`src/rtl/phy_rx_serial_align.sv`:
```
// Per-lane serial receive aligner: finds the COM boundary, confirms lock, then emits data words.
// Optional build macro PHY_RX_WATCHDOG_EN drops lock after WDOG_WORDS words without a COM.
module phy_rx_serial_align #(
    parameter int               WIDTH      = 8,
    parameter logic [WIDTH-1:0] COM        = 8'hBC,
    parameter logic [WIDTH-1:0] IDLE       = 8'h7C,
    parameter int               LOCK_COUNT = 4,
    parameter int               WDOG_WORDS = 16
) (
    input  logic             clk32f,
    input  logic             reset,
    input  logic             in,
    output logic [WIDTH-1:0] out,
    output logic             valid_out,
    output logic             active,
    output logic             com_seen
);

    localparam int         BC_W   = $clog2(WIDTH);
    localparam logic [3:0] LOCK_N = 4'(LOCK_COUNT);

    if (WIDTH < 4 || WIDTH > 16) begin : g_bad_width
        $error("WIDTH must be in 4..16");
    end
    if (LOCK_COUNT < 1 || LOCK_COUNT > 15) begin : g_bad_lock
        $error("LOCK_COUNT must be in 1..15");
    end
    if (WDOG_WORDS < 1) begin : g_bad_wdog
        $error("WDOG_WORDS must be at least 1");
    end

    typedef enum logic [1:0] {
        SEARCH = 2'd0,
        ALIGN  = 2'd1,
        LOCKED = 2'd2
    } state_t;

    state_t           state;
    logic [WIDTH-2:0] hist;
    logic [BC_W-1:0]  bc;
    logic [3:0]       com_cnt;
    logic [WIDTH-1:0] word;
    logic             boundary;
    logic             is_com;
    logic             is_idle;

`ifdef PHY_RX_WATCHDOG_EN
    localparam int WD_W = $clog2(WDOG_WORDS + 1);
    logic [WD_W-1:0] wdog;
`endif

    // The word is the shift register contents after this clock's shift; only
    // the low WIDTH-1 bits need to be held since the newest bit is `in` itself.
    assign word     = {hist, in};
    assign boundary = (bc == BC_W'(WIDTH - 1));
    assign is_com   = (word == COM);
    assign is_idle  = (word == IDLE);

    always_ff @(posedge clk32f or negedge reset) begin
        if (!reset) begin
            state     <= SEARCH;
            hist      <= '0;
            bc        <= '0;
            com_cnt   <= '0;
            out       <= '0;
            valid_out <= 1'b0;
            active    <= 1'b0;
            com_seen  <= 1'b0;
`ifdef PHY_RX_WATCHDOG_EN
            wdog      <= '0;
`endif
        end else begin
            hist      <= word[WIDTH-2:0];
            valid_out <= 1'b0;
            com_seen  <= 1'b0;
            bc        <= boundary ? '0 : bc + 1'b1;

            case (state)
                SEARCH: begin
                    if (is_com) begin
                        bc       <= '0;
                        com_cnt  <= 4'd1;
                        com_seen <= 1'b1;
                        if (LOCK_COUNT == 1) begin
                            state  <= LOCKED;
                            active <= 1'b1;
`ifdef PHY_RX_WATCHDOG_EN
                            wdog   <= '0;
`endif
                        end else begin
                            state <= ALIGN;
                        end
                    end
                end

                ALIGN: begin
                    if (boundary) begin
                        if (is_com) begin
                            com_seen <= 1'b1;
                            if (com_cnt + 4'd1 >= LOCK_N) begin
                                com_cnt <= LOCK_N;
                                state   <= LOCKED;
                                active  <= 1'b1;
`ifdef PHY_RX_WATCHDOG_EN
                                wdog    <= '0;
`endif
                            end else begin
                                com_cnt <= com_cnt + 4'd1;
                            end
                        end else begin
                            com_cnt <= '0;
                            state   <= SEARCH;
                        end
                    end
                end

                LOCKED: begin
                    if (boundary) begin
                        if (is_com) begin
                            com_seen <= 1'b1;
`ifdef PHY_RX_WATCHDOG_EN
                            wdog     <= '0;
`endif
                        end else begin
                            if (!is_idle) begin
                                out       <= word;
                                valid_out <= 1'b1;
                            end
`ifdef PHY_RX_WATCHDOG_EN
                            // The timeout word itself is still delivered above.
                            if (wdog == WD_W'(WDOG_WORDS - 1)) begin
                                wdog    <= '0;
                                state   <= SEARCH;
                                active  <= 1'b0;
                                com_cnt <= '0;
                            end else begin
                                wdog <= wdog + 1'b1;
                            end
`endif
                        end
                    end
                end

                default: begin
                    state   <= SEARCH;
                    active  <= 1'b0;
                    com_cnt <= '0;
                end
            endcase
        end
    end

endmodule
```
`config.mk`:
```
export PLATFORM = sky130hd
export DESIGN_NAME = phy_rx_serial_align
export DESIGN_NICKNAME = d
export VERILOG_FILES = /design/src/rtl/phy_rx_serial_align.sv
export SDC_FILE = /design/constraint.sdc
export NUM_CORES = 1
export LEC_CHECK = 0
export ABC_AREA = 1
export CORE_AREA = 2 2 54 56
export CTS_BUF_LIST = sky130_fd_sc_hd__clkbuf_4 sky130_fd_sc_hd__clkbuf_8 sky130_fd_sc_hd__clkbuf_16
export DETAILED_ROUTE_END_ITERATION = 6
export DIE_AREA = 0 0 56 58
export PLACE_DENSITY = 0.69
export SETUP_SLACK_MARGIN = 0.4
export SYNTH_ARGS = -nofsm -noshare
export SYNTH_HDL_FRONTEND = slang
export SYNTH_SLANG_ARGS = --single-unit
export TNS_END_PERCENT = 20
```
`constraint.sdc`:
```
create_clock -name clk32f -period 2.8 [get_ports clk32f]
set_clock_uncertainty 0.2 [all_clocks]
set_input_delay 0.28 -clock clk32f [delete_from_list [all_inputs] [get_ports clk32f]]
set_output_delay 0.28 -clock clk32f [all_outputs]
set_load 0.005 [all_outputs]
```
# Word-level counts from Yosys, hierarchy flattened
# Index checks and enable logic that the tools add are counted.
# op_classes
n_addsub	2
n_mul	0
div	0
n_lt_le_gt_ge	1
n_eq_ne	10
shifts	0
mux	24
bitwise	4
n_reduce_logical	7
# op_table
cell	count
$mux 4	4
$pmux 4 s3	1
$reduce_and 4->1	3
$mux 1	9
$mux 3	3
$eq 8x7->1 const B	1
$eq 8x8->1 const B	1
$mux 2	4
$ne 2x2->1 const B	4
$pmux 2 s3	1
$add 4x1->4 const B	1
$ge 4x3->1 const B	1
$not 1->1	4
$pmux 1 s2	2
$reduce_or 2->1	2
$add 3x1->3 const B	1
$eq 3x3->1 const B	1
$ne 3x3->1 const B	1
$reduce_and 3->1	1
$eq 2x1->1 const B	1
$eq 2x2->1 const B	1
$logic_not 2->1	1
# word_totals
register_bits	27
latch_bits	0
ram_bits	0
romBits	0
inputBits	3
out_inout_bits	11
elab_cells	56
n_memories	0

# Depth between registers and ports, before layout
# logic_depth
depth_word	6
mapped_depth	10
ltp_nobuf	10

# Worst setup path after synthesis
# No wires, ideal clock.
# synth_path
kind	reg2reg
from	reg bc[0]
to	reg active
setup_ns	0.122
arrival_time_ns	1.273
required_time_ns	2.478
slack_ns	1.205
stages_incl_launch_ff	9
path_buffers	0
synth_period_minus_slack_ns	1.595
path_cell_list	dfrtp_1 > ha_1 > ha_1 > nor2_2 > nor2_2 > nand2_2 > nor2_1 > a21oi_1 > nor2_1
# synth_via
elab_chain_len	3
# synth_lines
item	line_no	source
from (decl)	40	logic [BC_W-1:0] bc;
from (signal assigned)	76	bc <= boundary ? '0 : bc + 1'b1;
$eq 3x3->1	55	assign boundary = (bc == BC_W'(WIDTH - 1));
$ne 2x2->1 (no line)	-	
$reduce_and 4->1 (no line)	-	
to (signal assigned)	67	active <= 1'b0;
to (signal assigned)	86	active <= 1'b1;
to (signal assigned)	103	active <= 1'b1;
to (decl)	15	output logic active,
# No other way between the ends.
# A chain may end at the register's enable or synchronous reset.

# Final worst setup path
# layout_path
from	reg state[1]
to	reg state[1]
# layout_via
elab_chain_len	3
word_cells_on_any_way	9
cone_classes	eq/ne (5); mux (1); bitwise (1); reduce/logical (2)
# layout_lines
item	line_no	source
from (decl)	38	state_t state;
from (signal assigned)	61	state <= SEARCH;
from (signal assigned)	85	state <= LOCKED;
from (signal assigned)	91	state <= ALIGN;
$eq 2x1->1, or another cell as far along	78	case (state)
$ne 3x3->1 (no line), or another cell as far along	-	
$reduce_and 4->1 (no line)	-	
# Several ways; a longest one is shown, not always the timed one.

==> flow_summary_export.csv <==
group,metric,value,unit
power_and_ir_drop,p_int,0.555,mW
job,maxCapViolations,0,
timing,max_freq,564,MHz
clock_network,clkTransAtPathRegs,0.15,ns
grt,grt_pass1_vias,920,
power_and_ir_drop,seq_power_share,0.522,
drt,routed_wl,2.14,mm
synthesis,synth-edff-count,0,
clock_network,cts_root_buffer,"clkbuf_4",
timing,max_slew.worst_pin.slew,0.334,ns
setup_path,cp_max_fo,6,
finish,multi_input_area,513,um2
setup_path,r2r-start,"state[1]",
timing,hold_viol_final,0,
floorplanning,start_util,0.477,
synthesis,syn_avg_cell_area,9.99,um2
setup_path,cp.arrival,1.81,ns
floorplanning,die_area,3250,um2
power_and_ir_drop,power,0.838,mW
finish,layout_common_cells,"27 x nand2_1, 27 x dfrtp_1, 13 x clkdlybuf4s50_1, 12 x inv_1, 10 x nand2_2",
setup_path,crit_chain,"inv_1 -> ha_1 -> inv_1 -> nor2_2 -> nor2_2 -> nand2_2 -> nand2_4 -> nand2_2 -> nand2_1 -> nand2_1",
finish,fillers,250,
floorplanning,core,2660,um2
power_and_ir_drop,ir_drop,449,uV
finish,nets,155,
grt,grt-ovfl-total,0,
drt,dr_total_vias,856,
hold_path,min_path_type,"in2async",
placed_design,post-place-ws,0.859,ns
finish,stdcell_area,1450,um2
finish,seq_area,676,um2
synthesis,async_flop_share,1.00,
setup_path,reg2reg_to,"state[1]",
grt,grt_antenna_before_repair,0,
clock_network,cts_tree,"done",
timing,relSlewSlack,0.777,
grt,grt_pass1_wl,3.91,mm
placed_design,io_buffers,13,
timing,rsz0062_at_grt,"false",
power_and_ir_drop,p_per_area,577,nW/um2
grt,grtUsageTotal,0.152,
drt,drc,0,
floorplanning,fp.dieW,56,um
drt,drt-vias-per-instance,4.89,
power_and_ir_drop,clkPwrFrac,0.200,
clock_network,cts_buffers,3,
synthesis,ys_ff_latch,27,
setup_path,cp-start-kind,"flop",
drt,drt-wirelength-per-cell,12.2,um
drt,dr.pass1.iters,4,
status,status,"complete, no violations",
finish,diodes,0,
placed_design,dp.final_hpwl,1.62,mm
clock_network,post_cts_buffers,0,
setup_path,cpMaxStageDelayCell,"dfrtp_1",
setup_path,cp.required,2.83,ns
timing,fin_crit,1.77,ns
grt,grt_max_degree,28,
power_and_ir_drop,p_switching,0.283,mW
synthesis,synth.yosys.seq_area_share,0.533,
setup_path,endpoint_kind,"flop",
timing,finalWorstSetupSlack,1.03,ns
timing,maxSlewViolCount,0,
drt,first_iter_violations,13,
setup_path,ff2ff_setup_slack,1.03,ns
synthesis,synth_cell_types,21,
synthesis,synthCells,127,
clock_network,htreeDepth,1,
power_and_ir_drop,power_leakage,0.734,nW
finish,drive_gt1_frac,0.229,
synthesis,synth_area,1270,um2
floorplanning,num_rows,19,
setup_path,worstRegToRegCells,10,
synthesis,yosys_warnings,0,
floorplanning,die_height,58,um
timing,setup_viol,0,
clock_network,clock_latency,0.32,ns
drt,postRouteAntennaNets,0,
timing,finalSetupTns,0,ns
clock_network,ctsLongestPathBuffers,2,
floorplanning,pin_count,14,
placed_design,place_congestion,0.783,
synthesis,synth_nets,137,
clock_network,cts_sinks,27,
synthesis,synth-main-ff-cell,"dfrtp_1",
clock_network,hold_buffers,0,
power_and_ir_drop,pwr-share-comb,0.278,
setup_path,setup.worst_path.class,"reg2reg",
placed_design,dpl_cell_area,1430,um2
power_and_ir_drop,p_sw_frac,0.338,
setup_path,critPathMaxStageDelay,0.42,ns
timing,period_share,0.633,
clock_network,cts_resized,0,
finish,syn2layout_area_growth,14.5,%
logic make-up (layout without fill, tap and decap cells):
| family | count (synthesis) | count (layout) | synth area share |
|---|---|---|---|
| AO/OA/AOI/OAI | 10 | 10 | 0.0513 |
| adder cells (fa/ha/maj) | 7 | 7 | 0.0690 |
| buffers and inverters | 17 | 34 | 0.0631 |
| flip-flops | 27 | 27 | 0.533 |
| AND/OR/NAND/NOR | 66 | 66 | 0.284 |
synth_stat cells (2+ instances only):
cell     instances  area (um2)
dfrtp_1         27         676
nand2_1         27         101
inv_1           12        45.0
nand2_2         10        62.6
nor2_1           9        33.8
ha_1             7        87.6
nand3_1          5        25.0
inv_2            4        15.0
nor2_4           3        33.8
nor3_1           3        15.0
o21ai_0          3        15.0
o21ai_2          3        26.3
a21oi_1          2        10.0
nand2_4          2        22.5
nand3_2          2        20.0
nand4_1          2        12.5
nor2_2           2        12.5
metrics by stage:
stage,instances,utilization,hold slack [ns]
floorplan,127,-,-0.216
global placement,171,0.535,0.180
detailed placement,171,0.535,0.184
CTS,175,0.546,0.106
global route,175,0.546,0.131
finish,175,0.546,0.104
flip-flops by register name, summed over array words and instances (netlist names):
| name | count |
|---|---|
| out | 8 |
| hist | 7 |
| com_cnt | 4 |
| bc | 3 |
| state | 2 |
| active | 1 |
| com_seen | 1 |
| valid_out | 1 |
routing by layer:
metal,share of wire,routed length (um),track usage
met3,0.031,66,0.0313
met1,0.44,944,0.174
met4,0.0089,19,0.0578
met2,0.52,1110,0.279
met5,0,0,0
power by group through the flow:
stage	Clock [mW]	Sequential (mW)	Combinational, mW
after global placement	0	0.444	0.224
after floorplan	0	0.442	0.183
after CTS	0.173	0.438	0.235
final	0.167	0.437	0.233
after detailed placement	0	0.446	0.234
after global routing	0.188	0.441	0.266
critical path: cells and delay by family, from the launching register on:
kind                       cells  cell delay [ns]
and+or+nand+nor                7             0.61
buffers and inverters          2             0.22
adders and majority gates      1             0.22
DFF                            1             0.42
worst max path at each step:
stage                   from  endpoint
floorplan              bc[0]    active
global placement          in    out[5]
detailed placement        in    out[5]
CTS                 state[1]  state[1]
global route        state[1]  state[1]
finish              state[1]  state[1]
final cells by class:
class                           count  share of cell area
Multi-Input combinational cell     83               0.353
Tap cell                           31              0.0267
Timing Repair Buffer               14              0.0947
Inverter                           16              0.0413
Clock inverter                      1             0.00345
Sequential cell                    27               0.465
Clock buffer                        3              0.0155
No activity file was read; power rests on OpenSTA's default activity.
==> edit (same settings) <==
Set the parameter `WIDTH` to 16 (it was 8).
--- a/src/rtl/phy_rx_serial_align.sv
+++ b/src/rtl/phy_rx_serial_align.sv
@@ -1,7 +1,7 @@
 // Per-lane serial receive aligner: finds the COM boundary, confirms lock, then emits data words.
 // Optional build macro PHY_RX_WATCHDOG_EN drops lock after WDOG_WORDS words without a COM.
 module phy_rx_serial_align #(
-    parameter int               WIDTH      = 8,
+    parameter int               WIDTH      = 16,
     parameter logic [WIDTH-1:0] COM        = 8'hBC,
     parameter logic [WIDTH-1:0] IDLE       = 8'h7C,
     parameter int               LOCK_COUNT = 4,
Interface: changed (resized out); port bits go from 14 to 22. No check against the original RTL was run, so the function may have changed too.
==> edit against the original RTL <==
- total power is 64% higher
- setup slack got worse by 11 ps
- final area rose by 47%
- sequential cell count grew 17
- sequential share of layout area is 5.2 points higher
- clock power up 150%
- wire length is 49% higher
- area after synthesis is 42% higher
- global-route usage rose by 6.7 points
==> edit: results (changes against the original RTL) <==
Parameter                              Value

Run status
  Status    completed (unchanged)

GRT
  Pin count of the biggest net entering global routing    45 (was 28)
  GR Layer Usage met2    39.33% (was 27.90%)
  First-pass GRT wire length    5388 um (was 3905 um)
  Global-route met3 utilization    5.357% (was 3.125%)
  Total Routing Usage GR    21.85% (was 15.18%)

Logic synthesis
  Average cell area after synthesis    9.610 um2 (was 9.990 um2)
  Leading post-synthesis cells by cell area    sky130_fd_sc_hd__dfrtp_1 61%, sky130_fd_sc_hd__nand2_1 15%, sky130_fd_sc_hd__ha_1 4.2% (was sky130_fd_sc_hd__dfrtp_1 53%, sky130_fd_sc_hd__nand2_1 8.0%, sky130_fd_sc_hd__ha_1 6.9%)
  Seq/Total Area, Yosys    60.94% (was 53.25%)
  Commonest cells in the netlist    73 x sky130_fd_sc_hd__nand2_1, 44 x sky130_fd_sc_hd__dfrtp_1, 18 x sky130_fd_sc_hd__inv_1, 13 x sky130_fd_sc_hd__nor2_1, 6 x sky130_fd_sc_hd__ha_1 (was 27 x sky130_fd_sc_hd__dfrtp_1, 27 x sky130_fd_sc_hd__nand2_1, 12 x sky130_fd_sc_hd__inv_1, 10 x sky130_fd_sc_hd__nand2_2, 9 x sky130_fd_sc_hd__nor2_1)

Detailed routing
  Routed met3 length    127 um (was 66 um)
  Total via count after detailed routing    1279 (was 856)
  Routed length on met2    1688 um (was 1109 um)
  Total detailed-routing wirelength    3191 um (was 2140 um)

Cells and area
  Number of non-clock inverters in the layout    21 (was 16)
  Area used by sequential logic in the layout    0.001101 mm2 (was 675.6 um2)
  Share of post-route cells with drive strength above 1    11.11% (was 22.92%)
  Clk cell area share    4.233% (was 1.895%)
  Count of plain and timing-repair buffers    22 (was 14)
  Multi-input gate count    121 (was 83)
  Post-layout net count    224 (was 155)
  Multi-input combinational cell area    599.3 um2 (was 513.0 um2)

Power and ir drop
  Cell leakage power    1.114 nW (was 0.7338 nW)

Critical path
  Number of cell instances on the worst register-to-register path    9 (was 10)
  Worst setup path end    out[1]$_DFFE_PN0P_ (was state[1]$_DFFE_PN0P_)

Placed design
  Placer Congestion    0.8070 (was 0.7828)
  Cell area reported after detailed placement    0.002028 mm2 (was 0.001425 mm2)
  Placement Setup Slack    850.8 ps (was 859.3 ps)

Clock network
  Count of clock tree sinks    44 (was 27)
  Number of CTS-inserted buffers    5 (was 3)
  Source-to-sink clock delay at the later pin of the worst-skew pair    350 ps (was 320 ps)
  H-Tree Depth    2 (was 1)

Timing
  Post-layout minimum cycle time    1783 ps (was 1772 ps)
## edit: critical path, cell delays in order (launching register included)
cell,delay (ps)
sky130_fd_sc_hd__dfrtp_1,400
sky130_fd_sc_hd__ha_1,190
sky130_fd_sc_hd__nand2_1,70
sky130_fd_sc_hd__inv_2,80
sky130_fd_sc_hd__nand2_2,90
sky130_fd_sc_hd__nor2_4,110
sky130_fd_sc_hd__nand3_4,230
sky130_fd_sc_hd__inv_6,200
sky130_fd_sc_hd__nand2_1,70
sky130_fd_sc_hd__nand2_1,70
## edit: timing repair
item | in CTS | in global routing
setup buffers | 0 | 0
endpoints found under the hold margin | 44 | 0
hold buffers | 1 | 0
## edit: where the power goes
part	switching [W]	total [W]	internal [W]
Sequential	0.0000433	0.000727	0.000683
Combinational	0.000155	0.000235	0.0000801
Clock	0.000198	0.000412	0.000214
## edit: logic make-up after synthesis
logic type      after synthesis  share of synthesized area (%)
simple gates                105                          25.83
flops                        44                          60.94
buf+inv                      23                          5.886
compound gates               10                          3.186
fa+ha+maj                     6                          4.155
